[src/rtl/rr_ring_scheduler_if.sv]
`default_nettype none
// ============================================================================
// Module      : rr_ring_scheduler_if
// Description : Request/grant bundle between requesters and rr_ring_scheduler.
// Revision    : 1.0 - initial release
// ============================================================================
interface rr_ring_scheduler_if #(
    parameter int N = 4
);
    localparam int IDW = (N > 1) ? $clog2(N) : 1;

    logic           en;
    logic [N-1:0]   req;
    logic [N-1:0]   gnt;
    logic           gnt_valid;
    logic [IDW-1:0] gnt_id;
    logic [N-1:0]   token;
    logic           preempt;

    modport master (
        output en, req,
        input  gnt, gnt_valid, gnt_id, token, preempt
    );

    modport slave (
        input  en, req,
        output gnt, gnt_valid, gnt_id, token, preempt
    );
endinterface
`default_nettype wire

[src/rtl/rr_ring_scheduler.sv]
`default_nettype none
// ============================================================================
// Module      : rr_ring_scheduler
// Description : Token-ring round-robin scheduler for one shared resource.
//               Optional hold-limit preemption enabled by RR_SCHED_TIMEOUT_EN.
// Revision    : 1.0 - initial release
// ============================================================================
module rr_ring_scheduler #(
    parameter int N        = 4,
    parameter int MAX_HOLD = 8
) (
    input  wire logic          clk,
    input  wire logic          clr_n,
    rr_ring_scheduler_if.slave bus
);
    localparam int IDW = (N > 1) ? $clog2(N) : 1;

    typedef enum logic [1:0] {
        ST_IDLE  = 2'd0,
        ST_GRANT = 2'd1,
        ST_GAP   = 2'd2
    } state_t;

    state_t         r_state;
    logic [N-1:0]   r_gnt;
    logic           r_gnt_valid;
    logic [IDW-1:0] r_gnt_id;
    logic [N-1:0]   r_token;
    logic           r_preempt;

    logic [IDW-1:0] w_tok_idx;
    logic           w_found;
    logic [IDW-1:0] w_win_id;
    logic [IDW-1:0] w_next_id;
    logic           w_release;
    logic           w_expire;

    function automatic logic [N-1:0] f_onehot(input logic [IDW-1:0] id);
        logic [N-1:0] v;
        v     = '0;
        v[id] = 1'b1;
        return v;
    endfunction

    always_comb begin
        w_tok_idx = '0;
        for (int i = 0; i < N; i++) begin
            if (r_token[i]) w_tok_idx = IDW'(i);
        end
    end

    // Scan upward from the token position, wrapping N-1 -> 0.
    always_comb begin
        logic [IDW:0] v_scan;
        w_found  = 1'b0;
        w_win_id = '0;
        v_scan   = '0;
        for (int i = 0; i < N; i++) begin
            v_scan = {1'b0, w_tok_idx} + (IDW+1)'(i);
            if (v_scan >= (IDW+1)'(N)) v_scan = v_scan - (IDW+1)'(N);
            if (!w_found && bus.req[v_scan[IDW-1:0]]) begin
                w_found  = 1'b1;
                w_win_id = v_scan[IDW-1:0];
            end
        end
    end

    assign w_next_id = (r_gnt_id == IDW'(N-1)) ? '0 : r_gnt_id + IDW'(1);
    assign w_release = ~bus.req[r_gnt_id];

`ifdef RR_SCHED_TIMEOUT_EN
    localparam int HCW = $clog2(MAX_HOLD) + 1;
    logic [HCW-1:0] r_hold_cnt;

    assign w_expire = (r_state == ST_GRANT) && (r_hold_cnt == HCW'(MAX_HOLD-1));

    // Counts completed grant cycles; saturates rather than wrapping.
    always_ff @(posedge clk or negedge clr_n) begin
        if (!clr_n) begin
            r_hold_cnt <= '0;
        end else if (r_state == ST_GRANT && !(w_release || w_expire)) begin
            if (r_hold_cnt != HCW'(MAX_HOLD-1)) r_hold_cnt <= r_hold_cnt + HCW'(1);
        end else begin
            r_hold_cnt <= '0;
        end
    end
`else
    assign w_expire = 1'b0;
`endif

    always_ff @(posedge clk or negedge clr_n) begin
        if (!clr_n) begin
            r_state     <= ST_IDLE;
            r_gnt       <= '0;
            r_gnt_valid <= 1'b0;
            r_gnt_id    <= '0;
            r_token     <= f_onehot('0);
            r_preempt   <= 1'b0;
        end else begin
            r_preempt <= 1'b0;
            case (r_state)
                ST_IDLE, ST_GAP: begin
                    if (bus.en && w_found) begin
                        r_gnt       <= f_onehot(w_win_id);
                        r_gnt_valid <= 1'b1;
                        r_gnt_id    <= w_win_id;
                        r_token     <= f_onehot(w_win_id);
                        r_state     <= ST_GRANT;
                    end else begin
                        r_state <= ST_IDLE;
                    end
                end
                ST_GRANT: begin
                    // A drop on the expiry cycle is treated as a normal release.
                    if (w_release || w_expire) begin
                        r_gnt       <= '0;
                        r_gnt_valid <= 1'b0;
                        r_token     <= f_onehot(w_next_id);
                        r_preempt   <= w_expire && !w_release;
                        r_state     <= ST_GAP;
                    end
                end
                default: begin
                    r_state <= ST_IDLE;
                end
            endcase
        end
    end

    assign bus.gnt       = r_gnt;
    assign bus.gnt_valid = r_gnt_valid;
    assign bus.gnt_id    = r_gnt_id;
    assign bus.token     = r_token;
    assign bus.preempt   = r_preempt;

endmodule
`default_nettype wire

[src/flat_wrapper.sv]
// flat-port wrapper written by rule: the top's interface ports become plain ports
module rr_ring_scheduler_flat 
#(
    parameter int N        = 4,
    parameter int MAX_HOLD = 8
)
  (clk, clr_n, bus_en, bus_req, bus_gnt, bus_gnt_valid, bus_gnt_id, bus_token, bus_preempt);
  rr_ring_scheduler_if #(.N(N)) bus_i ();
  input  wire logic clk;
  input  wire logic clr_n;
  input wire logic [$bits(bus_i.en)-1:0] bus_en;
  input wire logic [$bits(bus_i.req)-1:0] bus_req;
  output wire logic [$bits(bus_i.gnt)-1:0] bus_gnt;
  output wire logic [$bits(bus_i.gnt_valid)-1:0] bus_gnt_valid;
  output wire logic [$bits(bus_i.gnt_id)-1:0] bus_gnt_id;
  output wire logic [$bits(bus_i.token)-1:0] bus_token;
  output wire logic [$bits(bus_i.preempt)-1:0] bus_preempt;
  assign bus_i.en = bus_en;
  assign bus_i.req = bus_req;
  assign bus_gnt = bus_i.gnt;
  assign bus_gnt_valid = bus_i.gnt_valid;
  assign bus_gnt_id = bus_i.gnt_id;
  assign bus_token = bus_i.token;
  assign bus_preempt = bus_i.preempt;
  rr_ring_scheduler #(.N(N), .MAX_HOLD(MAX_HOLD)) u_core (.clk(clk), .clr_n(clr_n), .bus(bus_i));
endmodule
[config.mk]
export PLATFORM = sky130hd
export DESIGN_NAME = rr_ring_scheduler_flat
export DESIGN_NICKNAME = d
export VERILOG_FILES = /design/src/rtl/rr_ring_scheduler_if.sv /design/src/rtl/rr_ring_scheduler.sv /design/src/flat_wrapper.sv
export SDC_FILE = /design/constraint.sdc
export NUM_CORES = 1
export LEC_CHECK = 0
export ABC_AREA = 1
export ABC_CLOCK_PERIOD_IN_PS = 1600
export CAP_MARGIN = 20
export CORE_ASPECT_RATIO = 0.8
export CORE_MARGIN = 2
export CORE_UTILIZATION = 40
export CTS_BUF_LIST = sky130_fd_sc_hd__clkbuf_8 sky130_fd_sc_hd__clkbuf_16
export DETAILED_ROUTE_END_ITERATION = 8
export GPL_TIMING_DRIVEN = 0
export HOLD_SLACK_MARGIN = 0.05
export PLACE_DENSITY = 0.73
export RECOVER_POWER = 100
export SYNTH_ARGS = -nofsm -noshare
export SYNTH_HDL_FRONTEND = slang
export SYNTH_SLANG_ARGS = --single-unit
export TNS_END_PERCENT = 100
[constraint.sdc]
create_clock -name clk -period 1.6 [get_ports clk]
set_clock_uncertainty 0.2 [all_clocks]
set_input_delay 0.48 -clock clk [delete_from_list [all_inputs] [get_ports clk]]
set_output_delay 0.48 -clock clk [all_outputs]
set_load 0.005 [all_outputs]
==> impl_metrics.csv, run 1 <==
group,metric,value,unit
run_status,run_status,"finished with violations",
run_status,violations,"setup timing",
global_route,antenna_found_initial,0,
place,gp_congestion,0.8875,
worst_setup_path,worstReg2RegEnd,"u_core.bus.token[3]",
yosys,synth_fp_nets,134,
die,coreArea,2158,µm²
clock_tree,clk_pin_slew,0.05,ns
power_and_ir_drop,internal_power,1.535,mW
die,ios,19,
timing,relSlewSlack,59.38,%
power_and_ir_drop,powerDensity,2263,nW/µm²
clock_tree,cts_max_level,1,
clock_tree,hold_buffers,0,
power_and_ir_drop,switching_share,50.59,%
place,hpwlAfterDp,1.481,mm
worst_setup_path,crit_path_end,"u_core.bus.token[3]",
route,first_pass_iters,4,
power_and_ir_drop,p_clk_share,9.1,%
clock_tree,clockBufferDepth,2,
power_and_ir_drop,finalPower,3.107,mW
yosys,syn_avg_cell_area,7.221,µm²
timing,tightest_slew,0.6073,ns
run,maxCapViolCount,0,
die,dieHeight,46.83,µm
worst_setup_path,startpoint,"u_core.bus.token[2]",
timing,setup_ws,-0.4351,ns
route,drtAntennaViolNets,0,
yosys,synthTopCellsByArea,"dfrtp_1, nand2_1, nand3_1, inv_1, nand2_2",
die,row_count,15,
timing,slew_violations,0,
global_route,gr-total-overflow,0,
finish,area_growth,49.66,%
clock_tree,tritoncts,"done",
yosys,synth.cell_area,917.1,µm²
route,vias,959,
timing,timing.final.crit_share,127.2,%
power_and_ir_drop,pwr-share-comb,71.0,%
power_and_ir_drop,ir_worst_vdd,0.001272,V
power_and_ir_drop,leakage,0.7170,nW
finish,seq_area,331.6,µm²
worst_setup_path,arrival,1.96,ns
timing,max_freq,491.4,MHz
clock_tree,cts_buffers,3,
die,start_util,42.49,%
route,drc,0,
min_path,hold_path_class,"flip-flop to flip-flop",
worst_setup_path,r2r_start,"u_core.bus.token[2]",
worst_setup_path,reg2regPathDepth,15,
place,place_inst,169,
clock_tree,cts_sinks,13,
route,drtIter0Drc,42,
global_route,grt_pass1_wl,3.712,mm
power_and_ir_drop,power_switching,1.572,mW
worst_setup_path,cp-end-kind,"flip-flop",
timing,finalSetupViolCount,14,
finish,drive_gt1_share,41.14,%
clock_tree,cts_root_buf,"clkbuf_8",
finish,fin_nets,166,
worst_setup_path,crit_fanout,7,
power_and_ir_drop,seqPwrFrac,19.9,%
yosys,ys_ff_latch,13,
worst_setup_path,worstPathRequired,1.53,ns
clock_tree,clk_latency,0.24,ns
timing,hold_violations,0,
route,wl,2.431,mm
route,via_per_inst,5.240,
yosys,netlist-cell-type-count,23,
die,die-area,2694,µm²
worst_setup_path,path_class,"flip-flop to flip-flop",
worst_setup_path,start_kind,"flip-flop",
global_route,grt_pass1_vias,859,
yosys,syn_inst,127,
finish,fill_cells,172,
finish,diodes,0,
global_route,grtUsageTotal,18.31,%
route,wl_per_cell,13.28,µm
yosys,yosysSeqAreaShare,35.61,%
yosys,ys_warn_count,0,
place,port-buffer-count,17,
timing,min_period,2.035,ns
global_route,grt_max_degree,14,
finish,multi_input_area,641.9,µm²
yosys,synth_top_area_share,32.74,%
timing,rsz0062_at_grt,"true",
die,die_w,57.54,µm
yosys,synth_area_leader_cell,"dfrtp_1",
worst_setup_path,reg2reg_slack,-0.44,ns
finish,stdcell_count,183,
-- through the flow --
| step | hold WS, ns | util (%) | setup TNS [ns] | instance area (µm²) | setup WS (ns) |
|---|---|---|---|---|---|
| finish | 0.2781 | 63.59 | -4.276 | 1373 | -0.4351 |
| global route | 0.3073 | 63.59 | -5.560 | 1373 | -0.5298 |
| CTS | 0.2752 | 59.01 | -3.577 | 1274 | -0.3722 |
| detailed placement | 0.2645 | 52.17 | -8.651 | 1126 | -0.7873 |
| global placement | 0.2644 | 52.17 | -8.465 | 1126 | -0.7581 |
| floorplan | -0.01559 | - | -1.644 | 924.6 | -0.2179 |
-- synthesized netlist by cell type --
cell type / n
a21oi_1: 1
a31oi_1: 1
buf_4: 1
conb_1: 1
dfrtp_1: 12
dfstp_2: 1
inv_1: 16
inv_2: 3
inv_4: 1
nand2_1: 32
nand2_2: 8
nand2_4: 3
nand3_1: 23
nand3_2: 4
nand3_4: 1
nand3b_1: 1
nand4_1: 2
nor2_1: 5
nor2_4: 2
nor3_1: 1
o21ai_0: 5
o21ai_1: 1
o21ai_2: 2
-- cells in the final DEF, fill, tap and decap left out --
cell type,synthesis,routed
dfrtp_1,12,8
nand3_1,23,14
conb_1,1,1
nor2_1,5,2
clkbuf_8,0,3
nand2_8,0,2
o21ai_4,0,1
o21ai_2,2,2
a21oi_1,1,1
nand3_2,4,10
o21ai_0,5,4
nor3_1,1,1
clkdlybuf4s50_1,0,1
a31oi_1,1,1
dfstp_2,1,1
nand3_4,1,4
nand2_2,8,11
nand4_1,2,2
nand2_4,3,3
nand3b_1,1,1
nor2_4,2,4
clkbuf_1,0,1
inv_8,0,1
nand2_1,32,27
dlygate4sd2_1,0,11
clkdlybuf4s15_1,0,2
buf_6,0,2
inv_2,3,5
inv_4,1,1
dfrtp_2,0,4
buf_4,1,10
inv_1,16,14
o21ai_1,1,1
nor2_2,0,1
dlygate4sd3_1,0,1
-- kinds of logic after synthesis --
| family | share of synthesized area, % |
|---|---|
| simple gates | 48.30 |
| flops | 35.61 |
| compound gates | 6.411 |
| buf+inv | 9.278 |
| other cells | 0.4089 |
-- state kept, by name, indices dropped and copies added (netlist names) --
| signal | count |
|---|---|
| u_core.bus.gnt | 4 |
| u_core.bus.token | 4 |
| u_core.bus.gnt_id | 2 |
| u_core.r_state | 2 |
| u_core.bus.gnt_valid | 1 |
-- per-layer routing --
metal  share of wire [%]  track usage [%]  vias to the layer above
met4                 1.2            6.512                        0
met3                 5.6            5.785                        4
met2                  49            30.00                       30
li1                    -                -                      478
met1                  44            23.31                      447
met5                   0                0                        -
-- power by group through the flow --
stage	Combinational, mW	Sequential (mW)	Clock (mW)
2_1_floorplan	1.18	0.604	0
3_3_place_gp	1.59	0.609	0
3_5_place_dp	1.63	0.611	0
4_1_cts	1.88	0.608	0.290
5_1_grt	2.42	0.632	0.303
6_report	2.20	0.618	0.284
-- how the worst min path moves through the flow --
stage	startpoint	to	cells after the start
floorplan	clr_n	u_core.bus.gnt[0]	0
global placement	u_core.bus.gnt[0]	u_core.bus.gnt[0]	2
detailed placement	u_core.bus.gnt[0]	u_core.bus.gnt[0]	2
CTS	u_core.bus.gnt[0]	u_core.bus.gnt[0]	2
global route	u_core.bus.gnt[0]	u_core.bus.gnt[0]	2
finish	u_core.bus.gnt[0]	u_core.bus.gnt[0]	2
-- repair_timing --
item,4_1_cts,5_1_grt
buffers inserted,7,3
setup endpoints to repair,23,16
pin swaps,6,9
cloned,0,0
resized for setup,46,17
-- final cells by class --
class,instances,area share (%)
multi-input combinational,93,46.76
sequential,13,24.16
timing repair buffer,27,16.77
inverter,20,6.199
clock buffer,3,3.008
tap,25,2.279
buffer,1,0.5469
clock inverter,1,0.2735
-- critical path, cell delays in order, from the launching register on --
cell and delay, ns:
dfrtp_2 0.46, inv_2 0.09, nand2_4 0.10, nand2_8 0.12, nand2_2 0.06, nand3_2 0.07
nand2_2 0.08, buf_4 0.14, nand2_1 0.06, nand2_1 0.07, inv_2 0.07, nand3_4 0.11
nand3_4 0.12, nand2_2 0.06, nand2_1 0.07, nand2_1 0.05
No activity file was read; power rests on OpenSTA's default activity.
==> inputs of run 2 (changes only) <==
--- a/config.mk
+++ b/config.mk
@@ -17,6 +17,7 @@
 export HOLD_SLACK_MARGIN = 0.05
 export PLACE_DENSITY = 0.73
 export RECOVER_POWER = 100
+export SKIP_LAST_GASP = 1
 export SYNTH_ARGS = -nofsm -noshare
 export SYNTH_HDL_FRONTEND = slang
 export SYNTH_SLANG_ARGS = --single-unit
==> impl_metrics.csv, run 2 (same netlist as run 1, synthesis figures left out) <==
group,metric,value,unit
power_and_ir_drop,seqPwrFrac,20.0,%
worst_setup_path,cp-end-kind,"flip-flop",
clock_tree,cts_sinks,13,
route,drc,0,
timing,setup_ws,-0.4352,ns
power_and_ir_drop,leakage,0.7182,nW
worst_setup_path,cp_cell_sequence,"inv_2 -> nand2_4 -> nand2_8 -> nand2_2 -> nand3_2 -> nand2_2 -> buf_4 -> nand2_1 -> nand2_1 -> inv_2 -> nand3_4 -> nand3_4 -> nand2_2 -> nand2_1 -> nand2_1",
min_path,hold_path_class,"flip-flop to flip-flop",
timing,tightest_slew,0.6164,ns
finish,fin_area,1365,µm²
die,die-area,2694,µm²
global_route,gr-total-overflow,0,
worst_setup_path,slowest_delay,0.46,ns
timing,min_period,2.035,ns
timing,hold_violations,0,
route,wl,2.474,mm
worst_setup_path,reg2reg_slack,-0.44,ns
power_and_ir_drop,powerDensity,2265,nW/µm²
worst_setup_path,reg2regPathDepth,15,
power_and_ir_drop,power_switching,1.572,mW
die,die_w,57.54,µm
clock_tree,cts_root_buf,"clkbuf_8",
finish,fin_nets,166,
route,met2_length,1.178,mm
clock_tree,clk_pin_slew,0.05,ns
finish,diodes,0,
route,via_per_inst,5.344,
global_route,grtUsageTotal,18.19,%
route,routed.top_layer,"met4",
die,coreArea,2158,µm²
clock_tree,hold_buffers,0,
place,pre_cts_ws,-0.7873,ns
worst_setup_path,critPathBufInv,3,
power_and_ir_drop,switching_share,50.84,%
worst_setup_path,path_class,"flip-flop to flip-flop",
route,first_pass_iters,4,
die,row_count,15,
global_route,grt_pass1_vias,856,
clock_tree,clk_latency,0.24,ns
global_route,grt_max_degree,14,
timing,timing.final.crit_share,127.2,%
route,vias,978,
place,hpwlAfterDp,1.481,mm
route,drtAntennaViolNets,0,
place,placed_area,1126,µm²
run_status,run_status,"finished with violations",
route,wl_per_cell,13.52,µm
power_and_ir_drop,internal_power,1.520,mW
global_route,grt_pass1_wl,3.691,mm
worst_setup_path,start_kind,"flip-flop",
finish,final_common_cell,"nand2_1",
power_and_ir_drop,ir_worst_vdd,0.001315,V
timing,slew_violations,0,
worst_setup_path,arrival,1.96,ns
worst_setup_path,r2r_start,"u_core.bus.token[2]",
die,ios,19,
clock_tree,clockBufferDepth,2,
finish,layout_common_cells,"nand2_1, inv_1, nand3_1, dlygate4sd2_1, nand2_2",
clock_tree,tritoncts,"done",
timing,finalSetupViolCount,15,
place,gp_congestion,0.8875,
route,drtIter0Drc,41,
clock_tree,cts_buffers,3,
worst_setup_path,worstReg2RegEnd,"u_core.bus.token[3]",
die,dieHeight,46.83,µm
route,met1_length,1.056,mm
timing,timing.hold.ws,0.2766,ns
worst_setup_path,worst_path_max_delay_cell,"dfrtp_2",
worst_setup_path,path_common_cell,"nand2_1",
worst_setup_path,worstPathRequired,1.53,ns
clock_tree,cts_max_level,1,
finish,drive_gt1_share,41.14,%
worst_setup_path,crit_fanout,7,
worst_setup_path,startpoint,"u_core.bus.token[2]",
run_status,violations,"setup timing",
power_and_ir_drop,p_clk_share,9.2,%
die,start_util,42.49,%
timing,relSlewSlack,58.77,%
route,dr_wl_met3,164,µm
timing,rsz0062_at_grt,"true",
run,maxCapViolCount,0,
global_route,antenna_found_initial,0,
power_and_ir_drop,pwr-share-comb,70.9,%
place,port-buffer-count,17,
finish,area_growth,48.84,%
timing,max_freq,491.4,MHz
worst_setup_path,crit_family,"simple AND/OR/NAND/NOR gates",
worst_setup_path,cp_num_cells,15,
worst_setup_path,crit_path_end,"u_core.bus.token[3]",
[run 2: area by class of cell]
| cell class | count | area (µm²) |
|---|---|---|
| fillers | 174 | 793.3 |
| multi-input cells | 93 | 641.9 |
| flip-flops and latches | 13 | 331.6 |
| repair buffers | 27 | 222.7 |
| inverters | 20 | 85.08 |
| clock buffers | 3 | 41.29 |
| well taps | 25 | 31.28 |
| plain buffers | 1 | 7.507 |
| clock inverters | 1 | 3.754 |
[run 2: worst min path at each step]
stage	slack (ns)	startpoint	depth (start not counted)	endpoint
finish	0.28	u_core.bus.gnt[0]	2	u_core.bus.gnt[0]
global route	0.31	u_core.bus.gnt[0]	2	u_core.bus.gnt[0]
CTS	0.28	u_core.bus.gnt[0]	2	u_core.bus.gnt[0]
detailed placement	0.26	u_core.bus.gnt[0]	2	u_core.bus.gnt[0]
global placement	0.26	u_core.bus.gnt[0]	2	u_core.bus.gnt[0]
floorplan	-0.02	clr_n	0	u_core.bus.gnt[0]
[run 2: per-stage QoR]
stage	std cells	utilization [%]	setup TNS, ns	power [mW]
after global routing	183	63.25	-5.730	3.354
after CTS	180	58.84	-3.630	2.767
final	183	63.25	-4.311	3.092
after floorplan	127	-	-1.644	1.781
after global placement	169	52.17	-8.465	2.199
after detailed placement	169	52.17	-8.651	2.242
[run 2: timing repair]
| action | CTS | global route |
|---|---|---|
| resized for setup | 44 | 17 |
| buffers inserted | 7 | 3 |
| pin swaps | 6 | 9 |
| setup endpoints to repair | 23 | 16 |
[run 2: per-layer routing]
metal | up-vias | track usage [%]
met1 | 456 | 22.97
met2 | 42 | 30.00
met4 | 0 | 6.512
met5 | - | 0
li1 | 470 | -
met3 | 10 | 5.785
[run 2: tightest hold or removal path, stage by stage, from the launching register on]
cell and delay [ns]:
dfrtp_1 0.34, nand2_1 0.05, nand2_1 0.05
[run 2: power groups by stage]
stage,Combinational [mW],Sequential (mW),Clock [mW]
after global routing,2.42,0.632,0.303
final,2.19,0.617,0.284
after floorplan,1.18,0.604,0
after global placement,1.59,0.609,0
after CTS,1.87,0.608,0.290
after detailed placement,1.63,0.611,0
